===== src/rtl/window_buffer_5x5_ctrl_pkg.sv =====
// Shared definitions for the 5x5 window buffer sequencing controller.
// Holds the controller state encoding, the window geometry (WIN, HALF) and
// the default position-counter width.
package window_buffer_5x5_ctrl_pkg;

    localparam int CW_DEFAULT = 10;  // counter width; holds max(COLS, ROWS)
    localparam int WIN        = 5;   // window edge length in pixels
    localparam int HALF       = 2;   // offset from window edge to its centre

    typedef enum logic [2:0] {
        IDLE     = 3'd0,
        WAIT_ROW = 3'd1,
        ROW      = 3'd2,
        DRAIN    = 3'd3,
        DONE     = 3'd4
    } state_e;

endpackage


===== src/rtl/window_buffer_5x5_ctrl_wb_valid_delay.sv =====
// wb_valid_delay: LAT-deep shift register carrying {valid, col, row}.
// Re-times a window-valid strobe and its centre coordinates so they line up
// with the datapath outputs. Coordinates in each stage only load when the
// valid entering that stage is set, so the outputs hold the last valid
// coordinates while vld_o is low.
//
// Ports:
//   clk, rst      clock, synchronous active-high reset (clears all stages)
//   iv_i          window-valid strobe entering the pipe
//   col_i, row_i  centre coordinates accompanying iv_i
//   vld_o         iv_i delayed by LAT cycles
//   col_o, row_o  coordinates of the most recent valid that left the pipe
module wb_valid_delay #(
    parameter int LAT = 2,
    parameter int CW  = 10
) (
    input  logic          clk,
    input  logic          rst,
    input  logic          iv_i,
    input  logic [CW-1:0] col_i,
    input  logic [CW-1:0] row_i,
    output logic          vld_o,
    output logic [CW-1:0] col_o,
    output logic [CW-1:0] row_o
);

    logic [LAT-1:0] vld_q, vld_d;
    logic [CW-1:0]  col_q [LAT];
    logic [CW-1:0]  col_d [LAT];
    logic [CW-1:0]  row_q [LAT];
    logic [CW-1:0]  row_d [LAT];

    always_comb begin
        vld_d[0] = iv_i;
        col_d[0] = iv_i ? col_i : col_q[0];
        row_d[0] = iv_i ? row_i : row_q[0];
        for (int i = 1; i < LAT; i++) begin
            vld_d[i] = vld_q[i-1];
            col_d[i] = vld_q[i-1] ? col_q[i-1] : col_q[i];
            row_d[i] = vld_q[i-1] ? row_q[i-1] : row_q[i];
        end
    end

    always_ff @(posedge clk) begin
        if (rst) begin
            vld_q <= '0;
            for (int i = 0; i < LAT; i++) begin
                col_q[i] <= '0;
                row_q[i] <= '0;
            end
        end else begin
            vld_q <= vld_d;
            for (int i = 0; i < LAT; i++) begin
                col_q[i] <= col_d[i];
                row_q[i] <= row_d[i];
            end
        end
    end

    assign vld_o = vld_q[LAT-1];
    assign col_o = col_q[LAT-1];
    assign row_o = row_q[LAT-1];

endmodule


===== src/rtl/window_buffer_5x5_ctrl.sv =====
// window_buffer_5x5_ctrl: sequencing controller for the 5x5 window buffer.
// Counts columns and row-groups from the line buffer's column-valid strobe,
// flags each complete 5x5 window, and re-times that flag and its centre
// coordinates by LAT cycles to match the datapath outputs. Also reports
// frame busy/done and a sticky in-row column-gap error.
//
// Optional feature: define WB5_CTRL_GAP_CHECK_EN to detect column gaps inside
// a row (sets err_o, restarts window fill). Without it err_o is tied low and
// upstream must deliver each row's columns contiguously.
//
// Ports:
//   clk, rst        clock, synchronous active-high reset
//   start_i         one-cycle pulse, arms a frame (ignored while busy)
//   col_valid_i     a 5-tap column is presented to the datapath this cycle
//   win_valid_o     datapath outputs hold a complete 5x5 window
//   win_col_o       centre column of the current window
//   win_row_o       centre row of the current window
//   busy_o          frame in progress
//   done_o          one-cycle pulse after the last window of the frame
//   err_o           sticky column-gap error (cleared by rst or start)
module window_buffer_5x5_ctrl
    import window_buffer_5x5_ctrl_pkg::*;
#(
    parameter int COLS = 640,
    parameter int ROWS = 480,
    parameter int CW   = CW_DEFAULT,
    parameter int LAT  = 2
) (
    input  logic          clk,
    input  logic          rst,
    input  logic          start_i,
    input  logic          col_valid_i,
    output logic          win_valid_o,
    output logic [CW-1:0] win_col_o,
    output logic [CW-1:0] win_row_o,
    output logic          busy_o,
    output logic          done_o,
    output logic          err_o
);

    localparam logic [CW-1:0] COL_LAST   = CW'(COLS - 1);
    localparam logic [CW-1:0] ROW_LAST   = CW'(ROWS - WIN);
    localparam logic [CW-1:0] DRAIN_LAST = CW'(LAT - 1);
    localparam logic [2:0]    FILL_FULL  = 3'(WIN - 1);

    state_e        state_q, state_d;
    logic [CW-1:0] col_cnt_q, col_cnt_d;
    logic [CW-1:0] row_cnt_q, row_cnt_d;
    logic [CW-1:0] drain_cnt_q, drain_cnt_d;
    logic [2:0]    fill_cnt_q, fill_cnt_d;
    logic          busy_q, busy_d;
    logic          done_q, done_d;
    logic          err_q, err_d;

    logic          iv;
    logic [CW-1:0] iv_col;
    logic [CW-1:0] iv_row;

    always_comb begin
        state_d     = state_q;
        col_cnt_d   = col_cnt_q;
        row_cnt_d   = row_cnt_q;
        drain_cnt_d = drain_cnt_q;
        fill_cnt_d  = fill_cnt_q;
        busy_d      = busy_q;
        done_d      = 1'b0;
        err_d       = err_q;
        iv          = 1'b0;
        // The accepted column is the right edge of the window, so its centre
        // sits HALF columns back; row_cnt indexes the window's top line.
        iv_col      = col_cnt_q - CW'(HALF);
        iv_row      = row_cnt_q + CW'(HALF);

        unique case (state_q)
            IDLE: begin
                if (start_i) begin
                    state_d    = WAIT_ROW;
                    busy_d     = 1'b1;
                    col_cnt_d  = '0;
                    row_cnt_d  = '0;
                    fill_cnt_d = '0;
                    err_d      = 1'b0;
                end
            end
            WAIT_ROW: begin
                // First column of a row: fill restarts at 0 and counts it.
                if (col_valid_i) begin
                    state_d    = ROW;
                    col_cnt_d  = CW'(1);
                    fill_cnt_d = 3'd1;
                end
            end
            ROW: begin
                if (col_valid_i) begin
                    // Fill saturates; every column beyond the 4th contiguous
                    // one completes a window.
                    if (fill_cnt_q == FILL_FULL) begin
                        iv = 1'b1;
                    end else begin
                        fill_cnt_d = fill_cnt_q + 3'd1;
                    end
                    if (col_cnt_q == COL_LAST) begin
                        col_cnt_d = '0;
                        if (row_cnt_q == ROW_LAST) begin
                            state_d     = DRAIN;
                            drain_cnt_d = '0;
                        end else begin
                            row_cnt_d = row_cnt_q + CW'(1);
                            state_d   = WAIT_ROW;
                        end
                    end else begin
                        col_cnt_d = col_cnt_q + CW'(1);
                    end
                end
`ifdef WB5_CTRL_GAP_CHECK_EN
                else if (col_cnt_q != '0) begin
                    // Windows spanning the gap are invalid; column position
                    // is kept so counting resumes on the next valid column.
                    err_d      = 1'b1;
                    fill_cnt_d = '0;
                end
`endif
            end
            DRAIN: begin
                // Wait for the last window to emerge from the delay pipe.
                if (drain_cnt_q == DRAIN_LAST) begin
                    state_d = DONE;
                    done_d  = 1'b1;
                    busy_d  = 1'b0;
                end else begin
                    drain_cnt_d = drain_cnt_q + CW'(1);
                end
            end
            DONE: begin
                state_d = IDLE;
            end
            default: begin
                state_d = IDLE;
                busy_d  = 1'b0;
            end
        endcase
    end

    always_ff @(posedge clk) begin
        if (rst) begin
            state_q     <= IDLE;
            col_cnt_q   <= '0;
            row_cnt_q   <= '0;
            drain_cnt_q <= '0;
            fill_cnt_q  <= '0;
            busy_q      <= 1'b0;
            done_q      <= 1'b0;
            err_q       <= 1'b0;
        end else begin
            state_q     <= state_d;
            col_cnt_q   <= col_cnt_d;
            row_cnt_q   <= row_cnt_d;
            drain_cnt_q <= drain_cnt_d;
            fill_cnt_q  <= fill_cnt_d;
            busy_q      <= busy_d;
            done_q      <= done_d;
            err_q       <= err_d;
        end
    end

    wb_valid_delay #(
        .LAT (LAT),
        .CW  (CW)
    ) u_valid_delay (
        .clk   (clk),
        .rst   (rst),
        .iv_i  (iv),
        .col_i (iv_col),
        .row_i (iv_row),
        .vld_o (win_valid_o),
        .col_o (win_col_o),
        .row_o (win_row_o)
    );

    assign busy_o = busy_q;
    assign done_o = done_q;
`ifdef WB5_CTRL_GAP_CHECK_EN
    assign err_o  = err_q;
`else
    assign err_o  = 1'b0;
`endif

endmodule


===== config.mk =====
export PLATFORM = sky130hd
export DESIGN_NAME = window_buffer_5x5_ctrl
export DESIGN_NICKNAME = d
export VERILOG_FILES = /design/src/rtl/window_buffer_5x5_ctrl_pkg.sv /design/src/rtl/window_buffer_5x5_ctrl_wb_valid_delay.sv /design/src/rtl/window_buffer_5x5_ctrl.sv
export SDC_FILE = /design/constraint.sdc
export NUM_CORES = 1
export LEC_CHECK = 0
export ABC_AREA = 1
export BUFFER_PORTS_ARGS = -buffer_cell sky130_fd_sc_hd__clkbuf_2
export CAP_MARGIN = 10
export CORE_UTILIZATION = 39
export CTS_BUF_LIST = sky130_fd_sc_hd__clkbuf_8 sky130_fd_sc_hd__clkbuf_16
export CTS_CLUSTER_DIAMETER = 30
export DETAILED_ROUTE_END_ITERATION = 8
export MAX_ROUTING_LAYER = met4
export SLEW_MARGIN = 5
export SYNTH_ARGS = -nofsm -noshare
export SYNTH_HDL_FRONTEND = slang
export SYNTH_SLANG_ARGS = --single-unit

===== constraint.sdc =====
create_clock -name clk -period 2.5 [get_ports clk]
set_clock_uncertainty 0.05 [all_clocks]
set_input_delay 0.125 -clock clk [delete_from_list [all_inputs] [get_ports clk]]
set_output_delay 0.125 -clock clk [all_outputs]
set_load 0.1 [all_outputs]

==> out/results.tsv <==
stage	metric	value	unit
drt	drc	0	
sta	rsz0062_at_grt	no	
grt	antenna_found_initial	0	
critical_path	reg2reg_depth	10	
drt	vias	3407	
cells_and_area	layout_common_cells	nand2_1, nor2_1, dfxtp_1	
sta	max_freq	490	MHz
critical_path	crit_required	2.76	ns
cells_and_area	fin_util	43.4	%
logic_synthesis	syn_area	4080	um2
min_path	hold_depth	4	
pwr	peakVddDrop	294	uV
placement	post-place-ws	0.475	ns
cells_and_area	final_common_cell	nand2_1	
clocking	root_buffer	clkbuf_8	
drt	wl_per_cell	12.0	um
sta	finalSetupViolations	0	
sta	finalHoldViolCount	0	
sta	holdWs	0.240	ns
logic_synthesis	synthFlopType	dfxtp_1	
floorplan	die_y	104	um
logic_synthesis	synth_seq_area_share	39.3	%
drt	via_per_inst	4.87	
run	maxCapViolCount	0	
grt	grt_use_total	16.9	%
pwr	power.total	3.11	mW
placement	place.gp.congestion	0.876	
drt	drtAntennaViolNets	0	
logic_synthesis	syn_nets	577	
sta	drv_slew	0	
placement	dp_hpwl	5.86	mm
min_path	min_to	col_cnt_q[0]$_SDFFE_PP0P_	
pwr	p_leak	1.87	nW
critical_path	rr_endpoint	u_valid_delay.row_q[0][8]$_SDFFE_PP0P_	
run_status	status	complete, no violations	
cells_and_area	nNetsFinal	576	
drt	routed_wl	8.38	mm
floorplan	start_util	40.9	%
grt	grt_pass1_wl	14.6	mm
clocking	htree_levels	3	
sta	timing.setup.tns	0	ns
cells_and_area	syn_to_final_growth	5.96	%
drt	drtIter0Drc	139	
cells_and_area	fill_cells	1013	
logic_synthesis	synth-seq-cells	80	
floorplan	row_count	36	
logic_synthesis	synthCells	564	
sta	fin_ws	0.461	ns
logic_synthesis	async_flop_share	0	%
floorplan	die_w	104	um
floorplan	io_pins	28	
logic_synthesis	synth_edf_count	0	
logic_synthesis	yosysWarningCount	0	
critical_path	critPathKind	reg2reg	
sta	post-route-period-util	81.6	%
cells_and_area	antenna_cells	0	
logic_synthesis	synth_area_per_cell	7.23	um2
critical_path	crit_path_max_fanout	16	
placement	portBuffers	26	
critical_path	start_kind	register	
grt	grt_pass1_vias	3259	
drt	firstDrtPassIters	7	
sta	slew_headroom	52.5	%
clocking	cts_tree	done	
critical_path	critPathCaptureType	register	
clocking	clk_latency	0.36	ns
clocking	clkSinkCount	80	
logic_synthesis	yosysUniqueCellTypes	37	
pwr	p_per_area	720	nW/um2
clocking	cts_buffers	9	
critical_path	cp.arrival	2.30	ns
critical_path	r2r_start	state_q[0]$_SDFFE_PP0P_	
sta	tightest_slew	0.712	ns
grt	grt_overflow_total	0	
min_path	worstHoldPathType	in2reg	
clocking	clk_path_buf_depth	2	
floorplan	die_area	10900	um2
floorplan	coreArea	9950	um2
min_path	hp-start	col_valid_i	
cells_and_area	drive_above_1_share	13.4	%
clocking	clk_pin_slew	0.08	ns
critical_path	reg2reg_setup_slack	0.46	ns
sta	min_period	2.04	ns
grt	grt_max_degree	34	
==> cell families after synthesis <==
logic type | Yosys count | synth area share (%)
AOI/OAI and AO/OA | 108 | 14.5
xor gates and xnor gates | 21 | 4.51
adders and majority gates | 9 | 2.76
buffers and inverters | 92 | 11.5
DFF | 80 | 39.3
other | 1 | 0.0920
and+or+nand+nor | 253 | 27.4
==> state kept, by name, summed over array words and instances, names as in the netlist <==
| signal | flops |
|---|---|
| u_valid_delay.row_q | 20 |
| done_o | 1 |
| fill_cnt_q | 3 |
| u_valid_delay.col_q | 20 |
| state_q | 3 |
| col_cnt_q | 10 |
| busy_o | 1 |
| row_cnt_q | 10 |
| drain_cnt_q | 10 |
| u_valid_delay.vld_q | 2 |
==> through the flow <==
step           instances  instance area (um2)
4_1_cts              700                 4320
3_5_place_dp         684                 4120
6_report             700                 4320
5_1_grt              700                 4320
2_1_floorplan        564                 4080
3_3_place_gp         684                 4120
==> worst max-delay path: stages, from the launching register on <==
cell and delay [ns]:
dfxtp_1 0.38, nor2_4 0.14, nand2_2 0.17, inv_2 0.30
nand3_1 0.17, nor2_1 0.26, buf_4 0.25, nor2_1 0.06
nor2_1 0.08, o21ai_0 0.08, inv_1 0.05
==> how the worst max path moves through the flow <==
| stage | from | endpoint | slack [ns] |
|---|---|---|---|
| finish | state_q[0]$_SDFFE_PP0P_ | u_valid_delay.row_q[0][8]$_SDFFE_PP0P_ | 0.46 |
| global route | state_q[0]$_SDFFE_PP0P_ | u_valid_delay.row_q[0][8]$_SDFFE_PP0P_ | 0.24 |
| CTS | state_q[0]$_SDFFE_PP0P_ | u_valid_delay.row_q[0][8]$_SDFFE_PP0P_ | 0.46 |
| detailed placement | state_q[0]$_SDFFE_PP0P_ | u_valid_delay.row_q[0][9]$_SDFFE_PP0P_ | 0.48 |
| global placement | state_q[0]$_SDFFE_PP0P_ | u_valid_delay.row_q[0][9]$_SDFFE_PP0P_ | 0.53 |
| floorplan | col_cnt_q[0]$_SDFFE_PP0P_ | drain_cnt_q[0]$_SDFFE_PP0P_ | 0.96 |
==> Yosys cell counts (4+ instances only) <==
cell / number / share of area, %
o21ai_1: 5 / 0.61
xor2_1: 15 / 3.2
nand2_2: 4 / 0.61
buf_4: 23 / 4.2
nand2_1: 99 / 9.1
nand3b_1: 4 / 0.74
o21ai_0: 47 / 5.8
ha_1: 9 / 2.8
xnor2_1: 6 / 1.3
dfxtp_1: 80 / 39
a21oi_2: 7 / 1.5
nor2_1: 94 / 8.7
a21oi_1: 37 / 4.5
inv_1: 43 / 4.0
nand3_2: 7 / 1.7
inv_2: 5 / 0.46
nand4_1: 6 / 0.92
clkbuf_1: 13 / 1.2
nand3_1: 26 / 3.2
buf_6: 4 / 1.1
==> metal layers <==
layer  wire, um  part of all wire, %  global-route usage [%]
met1       4000                   48                    20.0
met3        243                  2.9                    3.57
met2       4010                   48                    27.7
met4        126                  1.5                    7.45
met5          0                    0                       -
==> where the power goes <==
group,leakage (nW),switching [mW],internal [mW]
logic,1.12,0.562,0.221
clock network,0.101,0.474,0.454
registers,0.646,0.0655,1.33
total,1.87,1.10,2.01
==> repair_timing <==
| item | in CTS | in global routing |
|---|---|---|
| resized for setup | 0 | 0 |
| hold buffers | 1 | 0 |
| buffers inserted | 0 | 0 |
| endpoints found under the hold margin | 1 | 0 |
==> layout make-up <==
cell class,count,area (um2),share of cell area [%]
clock inverter,6,61.3,1.42
sequential,80,1600,37.1
timing repair buffer,32,178,4.11
inverter,48,180,4.17
multi-input combinational,392,2010,46.5
tap,133,166,3.85
clock buffer,9,124,2.87
Power figures use the tool's default switching activity.
